File: src/rtl/fifo_wr_ctrl_if.sv
// Write-side bus of the dual-clock FIFO write controller.
// FIFO_WR_CTRL_OVF_CNT_EN adds the dropped-write counter ovf_cnt_o.
interface fifo_wr_ctrl_if #(
   parameter int ADDR_WIDTH = 3
);
   logic                  wr_en_i;
   logic [ADDR_WIDTH:0]   rd_ptr_gray_i;
   logic                  clr_ovf_i;
   logic [ADDR_WIDTH-1:0] wr_ptr_o;
   logic [ADDR_WIDTH:0]   wr_ptr_gray_o;
   logic                  wr_valid_o;
   logic                  full_o;
   logic                  almost_full_o;
   logic [ADDR_WIDTH:0]   wr_cnt_o;
   logic                  overflow_o;
`ifdef FIFO_WR_CTRL_OVF_CNT_EN
   logic [7:0]            ovf_cnt_o;
`endif

`ifdef FIFO_WR_CTRL_OVF_CNT_EN
   modport master (
      output wr_en_i, rd_ptr_gray_i, clr_ovf_i,
      input  wr_ptr_o, wr_ptr_gray_o, wr_valid_o, full_o, almost_full_o,
             wr_cnt_o, overflow_o, ovf_cnt_o
   );
   modport slave (
      input  wr_en_i, rd_ptr_gray_i, clr_ovf_i,
      output wr_ptr_o, wr_ptr_gray_o, wr_valid_o, full_o, almost_full_o,
             wr_cnt_o, overflow_o, ovf_cnt_o
   );
`else
   modport master (
      output wr_en_i, rd_ptr_gray_i, clr_ovf_i,
      input  wr_ptr_o, wr_ptr_gray_o, wr_valid_o, full_o, almost_full_o,
             wr_cnt_o, overflow_o
   );
   modport slave (
      input  wr_en_i, rd_ptr_gray_i, clr_ovf_i,
      output wr_ptr_o, wr_ptr_gray_o, wr_valid_o, full_o, almost_full_o,
             wr_cnt_o, overflow_o
   );
`endif
endinterface

File: src/rtl/fifo_wr_ctrl.sv
// Write-clock-domain controller of the dual-clock FIFO: pointers, full/almost-full, fill level, overflow.
// Optional macro FIFO_WR_CTRL_OVF_CNT_EN adds a saturating dropped-write counter.
module fifo_wr_ctrl #(
   parameter int DLY          = 1,
   parameter int ADDR_WIDTH   = 3,
   parameter int AFULL_THRESH = 6
) (
   input logic           wr_clk_i,
   input logic           rst_n_i,
   fifo_wr_ctrl_if.slave bus
);
   localparam int AW = ADDR_WIDTH;
   localparam logic [AW:0] AFULL_C = (AW+1)'(AFULL_THRESH);

   if ((ADDR_WIDTH < 2) || (AFULL_THRESH < 1) || (AFULL_THRESH > 2**ADDR_WIDTH) || (DLY < 0)) begin : g_bad_cfg
      $error("fifo_wr_ctrl: illegal parameter set");
   end

   function automatic logic [AW:0] bin2gray(input logic [AW:0] b);
      return (b >> 1) ^ b;
   endfunction

   function automatic logic [AW:0] gray2bin(input logic [AW:0] g);
      logic [AW:0] b;
      b[AW] = g[AW];
      for (int i = AW - 1; i >= 0; i--) begin
         b[i] = b[i+1] ^ g[i];
      end
      return b;
   endfunction

   logic [AW:0] wbin_r;
   logic [AW:0] gray_r;
   logic        full_r;
   logic        afull_r;
   logic [AW:0] cnt_r;
   logic        ovf_r;

   logic        accept_s;
   logic        drop_s;
   logic [AW:0] wbin_next_s;
   logic [AW:0] rbin_s;
   logic [AW:0] fill_s;
   logic [AW:0] gray_next_s;
   logic [AW:0] full_ref_s;
   logic        full_next_s;

   // next-state pointer arithmetic; no RAM strobe while reset is held
   always_comb begin
      accept_s    = bus.wr_en_i & ~full_r & rst_n_i;
      drop_s      = bus.wr_en_i & full_r;
      wbin_next_s = wbin_r + {{AW{1'b0}}, accept_s};
      rbin_s      = gray2bin(bus.rd_ptr_gray_i);
      fill_s      = wbin_next_s - rbin_s;
      gray_next_s = bin2gray(wbin_next_s);
      full_ref_s  = {~bus.rd_ptr_gray_i[AW:AW-1], bus.rd_ptr_gray_i[AW-2:0]};
      full_next_s = (gray_next_s == full_ref_s);
   end

   // pointer, status and sticky overflow registers
   always_ff @(posedge wr_clk_i or negedge rst_n_i) begin
      if (!rst_n_i) begin
         wbin_r  <= '0;
         gray_r  <= '0;
         full_r  <= 1'b0;
         afull_r <= 1'b0;
         cnt_r   <= '0;
         ovf_r   <= 1'b0;
      end else begin
         wbin_r  <= wbin_next_s;
         gray_r  <= gray_next_s;
         full_r  <= full_next_s;
         afull_r <= (fill_s >= AFULL_C);
         cnt_r   <= fill_s;
         // a new drop outranks a same-cycle clear
         ovf_r   <= drop_s | (ovf_r & ~bus.clr_ovf_i);
      end
   end

`ifdef FIFO_WR_CTRL_OVF_CNT_EN
   logic [7:0] ovf_cnt_r;

   // saturating count of dropped writes; a drop in the clearing cycle counts as the first
   always_ff @(posedge wr_clk_i or negedge rst_n_i) begin
      if (!rst_n_i) begin
         ovf_cnt_r <= 8'd0;
      end else if (drop_s && bus.clr_ovf_i) begin
         ovf_cnt_r <= 8'd1;
      end else if (bus.clr_ovf_i) begin
         ovf_cnt_r <= 8'd0;
      end else if (drop_s && (ovf_cnt_r != 8'd255)) begin
         ovf_cnt_r <= ovf_cnt_r + 8'd1;
      end else begin
         ovf_cnt_r <= ovf_cnt_r;
      end
   end

   assign bus.ovf_cnt_o = ovf_cnt_r;
`endif

   assign bus.wr_ptr_o      = wbin_r[AW-1:0];
   assign bus.wr_ptr_gray_o = gray_r;
   assign bus.wr_valid_o    = accept_s;
   assign bus.full_o        = full_r;
   assign bus.almost_full_o = afull_r;
   assign bus.wr_cnt_o      = cnt_r;
   assign bus.overflow_o    = ovf_r;
endmodule

File: src/flat_wrapper.sv
// flat-port wrapper written by rule: the top's interface ports become plain ports
module fifo_wr_ctrl_flat 
#(
   parameter int DLY          = 1,
   parameter int ADDR_WIDTH   = 3,
   parameter int AFULL_THRESH = 6
)
  (wr_clk_i, rst_n_i, bus_wr_en_i, bus_rd_ptr_gray_i, bus_clr_ovf_i, bus_wr_ptr_o, bus_wr_ptr_gray_o, bus_wr_valid_o, bus_full_o, bus_almost_full_o, bus_wr_cnt_o, bus_overflow_o);
  fifo_wr_ctrl_if #(.ADDR_WIDTH(ADDR_WIDTH)) bus_i ();
  input logic wr_clk_i;
  input logic rst_n_i;
  input wire logic [$bits(bus_i.wr_en_i)-1:0] bus_wr_en_i;
  input wire logic [$bits(bus_i.rd_ptr_gray_i)-1:0] bus_rd_ptr_gray_i;
  input wire logic [$bits(bus_i.clr_ovf_i)-1:0] bus_clr_ovf_i;
  output wire logic [$bits(bus_i.wr_ptr_o)-1:0] bus_wr_ptr_o;
  output wire logic [$bits(bus_i.wr_ptr_gray_o)-1:0] bus_wr_ptr_gray_o;
  output wire logic [$bits(bus_i.wr_valid_o)-1:0] bus_wr_valid_o;
  output wire logic [$bits(bus_i.full_o)-1:0] bus_full_o;
  output wire logic [$bits(bus_i.almost_full_o)-1:0] bus_almost_full_o;
  output wire logic [$bits(bus_i.wr_cnt_o)-1:0] bus_wr_cnt_o;
  output wire logic [$bits(bus_i.overflow_o)-1:0] bus_overflow_o;
  assign bus_i.wr_en_i = bus_wr_en_i;
  assign bus_i.rd_ptr_gray_i = bus_rd_ptr_gray_i;
  assign bus_i.clr_ovf_i = bus_clr_ovf_i;
  assign bus_wr_ptr_o = bus_i.wr_ptr_o;
  assign bus_wr_ptr_gray_o = bus_i.wr_ptr_gray_o;
  assign bus_wr_valid_o = bus_i.wr_valid_o;
  assign bus_full_o = bus_i.full_o;
  assign bus_almost_full_o = bus_i.almost_full_o;
  assign bus_wr_cnt_o = bus_i.wr_cnt_o;
  assign bus_overflow_o = bus_i.overflow_o;
  fifo_wr_ctrl #(.DLY(DLY), .ADDR_WIDTH(ADDR_WIDTH), .AFULL_THRESH(AFULL_THRESH)) u_core (.wr_clk_i(wr_clk_i), .rst_n_i(rst_n_i), .bus(bus_i));
endmodule
File: config.mk
export PLATFORM = sky130hd
export DESIGN_NAME = fifo_wr_ctrl_flat
export DESIGN_NICKNAME = d
export VERILOG_FILES = /design/src/rtl/fifo_wr_ctrl_if.sv /design/src/rtl/fifo_wr_ctrl.sv /design/src/flat_wrapper.sv
export SDC_FILE = /design/constraint.sdc
export NUM_CORES = 1
export LEC_CHECK = 0
export ABC_AREA = 0
export ABC_CLOCK_PERIOD_IN_PS = 3400
export BUFFER_PORTS_ARGS = -buffer_cell sky130_fd_sc_hd__clkbuf_2
export CORE_UTILIZATION = 51
export CTS_CLUSTER_DIAMETER = 50
export DETAILED_ROUTE_END_ITERATION = 10
export GPL_ROUTABILITY_DRIVEN = 0
export GPL_TIMING_DRIVEN = 0
export PLACE_DENSITY_LB_ADDON = 0.12
export SETUP_SLACK_MARGIN = 0.4
export SYNTH_ARGS = -nofsm -noshare
export SYNTH_HDL_FRONTEND = slang
export SYNTH_SLANG_ARGS = --single-unit
File: constraint.sdc
create_clock -name wr_clk_i -period 3.4 [get_ports wr_clk_i]
set_clock_uncertainty 0.05 [all_clocks]
set_input_delay 0 -clock wr_clk_i [delete_from_list [all_inputs] [get_ports wr_clk_i]]
set_output_delay 0 -clock wr_clk_i [all_outputs]
set_load 0.02 [all_outputs]
==> impl_metrics.json <==
{
  "timing.critical_path.cells": "dlygate4sd3_1 -> clkbuf_2 -> and3b_1 -> ha_1 -> ha_1 -> inv_1 -> fa_1 -> inv_1 -> a22oi_1 -> o211ai_1",
  "max-cap-violations": 0,
  "hold_depth": 3,
  "worst_pin_slew_ps": 451,
  "die_area_sq_mm": 0.00154,
  "arrival_ps": 2700,
  "hp-class": "in -> reg",
  "max_freq_mhz": 385,
  "post_cts.repair.setup_buffers": 0,
  "worstSetupPathDepth": 10,
  "initial_core_util_pct": 54.4,
  "outcome": "completed",
  "first_pass_iters": 3,
  "rr_worst_depth": 8,
  "first_iter_violations": 6,
  "syn_nets": 73,
  "drive_gt1_share_pct": 30.7,
  "overflow": 0,
  "worstPathRequired_ps": 3500,
  "timing.final.crit_share_pct": 76.5,
  "pin_count": 23,
  "final_cell_area_sq_um": 903,
  "finalMaxSlewViolations": 0,
  "clk_latency_ps": 270,
  "synth_area_leaders": "dfrtp_1 (49%), xnor2_1 (9.9%), ha_1 (8.8%)",
  "drc": 0,
  "cts_buffers": 3,
  "row_count": 13,
  "grt_pass1_vias": 466,
  "endpoint_kind": "flop",
  "setup_viol": 0,
  "worstSetupPathType": "in -> reg",
  "hold_buffers": 3,
  "irDropWorstVdd_uv": 555,
  "p_leak_nw": 0.484,
  "cp_max_fo": 15,
  "cp-start-kind": "input port",
  "areaGrowthSynthToFinish_pct": 27.6,
  "antenna_found_initial": 0,
  "whs_ps": 16.5,
  "yosysWarningCount": 0,
  "ys_seq_area_share_pct": 49.5,
  "ant_nets": 0,
  "core_area_sq_mm": 0.00130,
  "layout_commonest_cell": "clkbuf_2",
  "synth_top_area_share_pct": 49.5,
  "die_w_um": 39.3,
  "io_buffers": 22,
  "layout.nets": 103,
  "cts_max_path_buffers": 2,
  "cts.repair.resized": 0,
  "cts_tree": "built",
  "n_antenna_cell": 0,
  "final.setup.tns_ps": 0,
  "fin_crit_ps": 2600,
  "rsz0062_at_grt": "no",
  "hpwl_um": 841,
  "critical-path-max-stage-delay_ps": 560,
  "via_count": 498,
  "cts_sinks": 14,
  "mostFrequentLayoutCells": "clkbuf_2 (22), dfrtp_1 (14), xnor2_1 (8), inv_1 (8), xor2_1 (7)",
  "root_buffer": "clkbuf_4",
  "die_h_um": 39.3,
  "htree_num_levels": 1,
  "utilization_pct": 69.4,
  "synth_area_leader_cell": "dfrtp_1",
  "vias_per_cell": 4.83,
  "path_buf_inv": 4,
  "final-hold-violation-count": 0,
  "grt_pass1_wl_um": 1900,
  "slew_headroom_pct": 69.7,
  "wl_um": 1100,
  "avgSynthCellArea_sq_um": 12.0,
  "powerDensity_mw_per_mm2": 1120,
  "ys_types": 20,
  "syn_inst": 59,
  "placed_area_sq_um": 837,
  "grt_max_degree": 16,
  "track_usage_pct": 19.7,
  "synth_area_sq_um": 708,
  "critical_path.top_delay_family": "adder cells",
  "clkSlewWorstSetupHoldPaths_ps": 80,
  "avgRoutedWirePerCell_um": 10.7,
  "cp_slowest_cell": "fa_1",
  "ys_ff_latch": 14
}
[cells by family after synthesis]
logic type | after synthesis | share of synthesized area (%)
AOI/OAI and AO/OA | 9 | 9.01
xor gates and xnor gates | 16 | 20.8
adders and majority gates | 6 | 11.7
buffers and inverters | 8 | 4.24
DFF | 14 | 49.5
and+or+nand+nor | 6 | 4.77
[worst paths after layout]
| path | slack (ps) | start | end |
|---|---|---|---|
| max in group asynchronous | 2940 | rst_n_i | u_core.bus.wr_cnt_o[3]$_DFF_PN0_ |
| worst max register to register | 1040 | u_core.bus.full_o$_DFF_PN0_ | u_core.bus.almost_full_o$_DFF_PN0_ |
| worst min-delay path | 20 | bus_rd_ptr_gray_i[2] | u_core.bus.full_o$_DFF_PN0_ |
| worst min register to register | 530 | u_core.bus.wr_ptr_gray_o[3]$_DFF_PN0_ | u_core.bus.wr_ptr_gray_o[3]$_DFF_PN0_ |
| worst max-delay path | 800 | rst_n_i | u_core.bus.almost_full_o$_DFF_PN0_ |
| min in group asynchronous | 100 | rst_n_i | u_core.bus.overflow_o$_DFF_PN0_ |
[flip-flops by register name, indices dropped and copies added (netlist names)]
signal                    flops
u_core.bus.wr_cnt_o           4
u_core.wbin_r                 3
u_core.bus.almost_full_o      1
u_core.bus.full_o             1
u_core.bus.overflow_o         1
u_core.bus.wr_ptr_gray_o      4
[per-layer routing]
metal / vias to the layer above / share of wire (%) / global-route usage, %
met5: - / 0 / 0
met4: 0 / 1.1 / 12.9
met3: 2 / 4.5 / 5.11
met2: 14 / 45 / 28.3
met1: 229 / 49 / 25.8
li1: 253 / - / -
[Yosys cell counts]
master and count:
ha_1 5, nand3_1 1, and3_1 1, fa_1 1
o211ai_1 1, xnor2_1 8, a21boi_0 1, xor2_1 7
o21ai_0 1, dfrtp_1 14, o211a_1 1, a22oi_1 1
inv_1 8, a21oi_1 2, a21o_1 1, and3b_1 1
xor2_2 1, nand2_1 1, a211o_1 1, nor3_1 2
[final cells by class]
type | instances | area [sq um]
inverters | 8 | 30.0
flip-flops and latches | 14 | 350
multi-input cells | 37 | 328
fillers | 106 | 398
well taps | 15 | 18.8
clock buffers | 4 | 36.3
repair buffers | 25 | 140
[per-stage QoR]
stage	std cells	total power [mW]	worst slack, ps
3_3_place_gp	96	0.886	1050
4_1_cts	103	1.03	756
2_1_floorplan	59	0.745	944
3_5_place_dp	96	0.897	1020
6_report	103	1.02	800
5_1_grt	103	1.12	567
[report_power, final]
group / internal (mW) / switching [mW] / leakage (nW)
Clock: 0.0651 / 0.0505 / 0.0210
Combinational: 0.246 / 0.350 / 0.295
Sequential: 0.258 / 0.0463 / 0.168
[worst reg2reg max path, delay by kind of cell (launching register included)]
family | cells | cell delay (ps)
and+or+nand+nor | 1 | 190
DFF | 1 | 360
AOI/OAI and AO/OA | 2 | 270
adders and majority gates | 3 | 1190
buffers and inverters | 2 | 180
No activity file was read; power rests on OpenSTA's default activity.
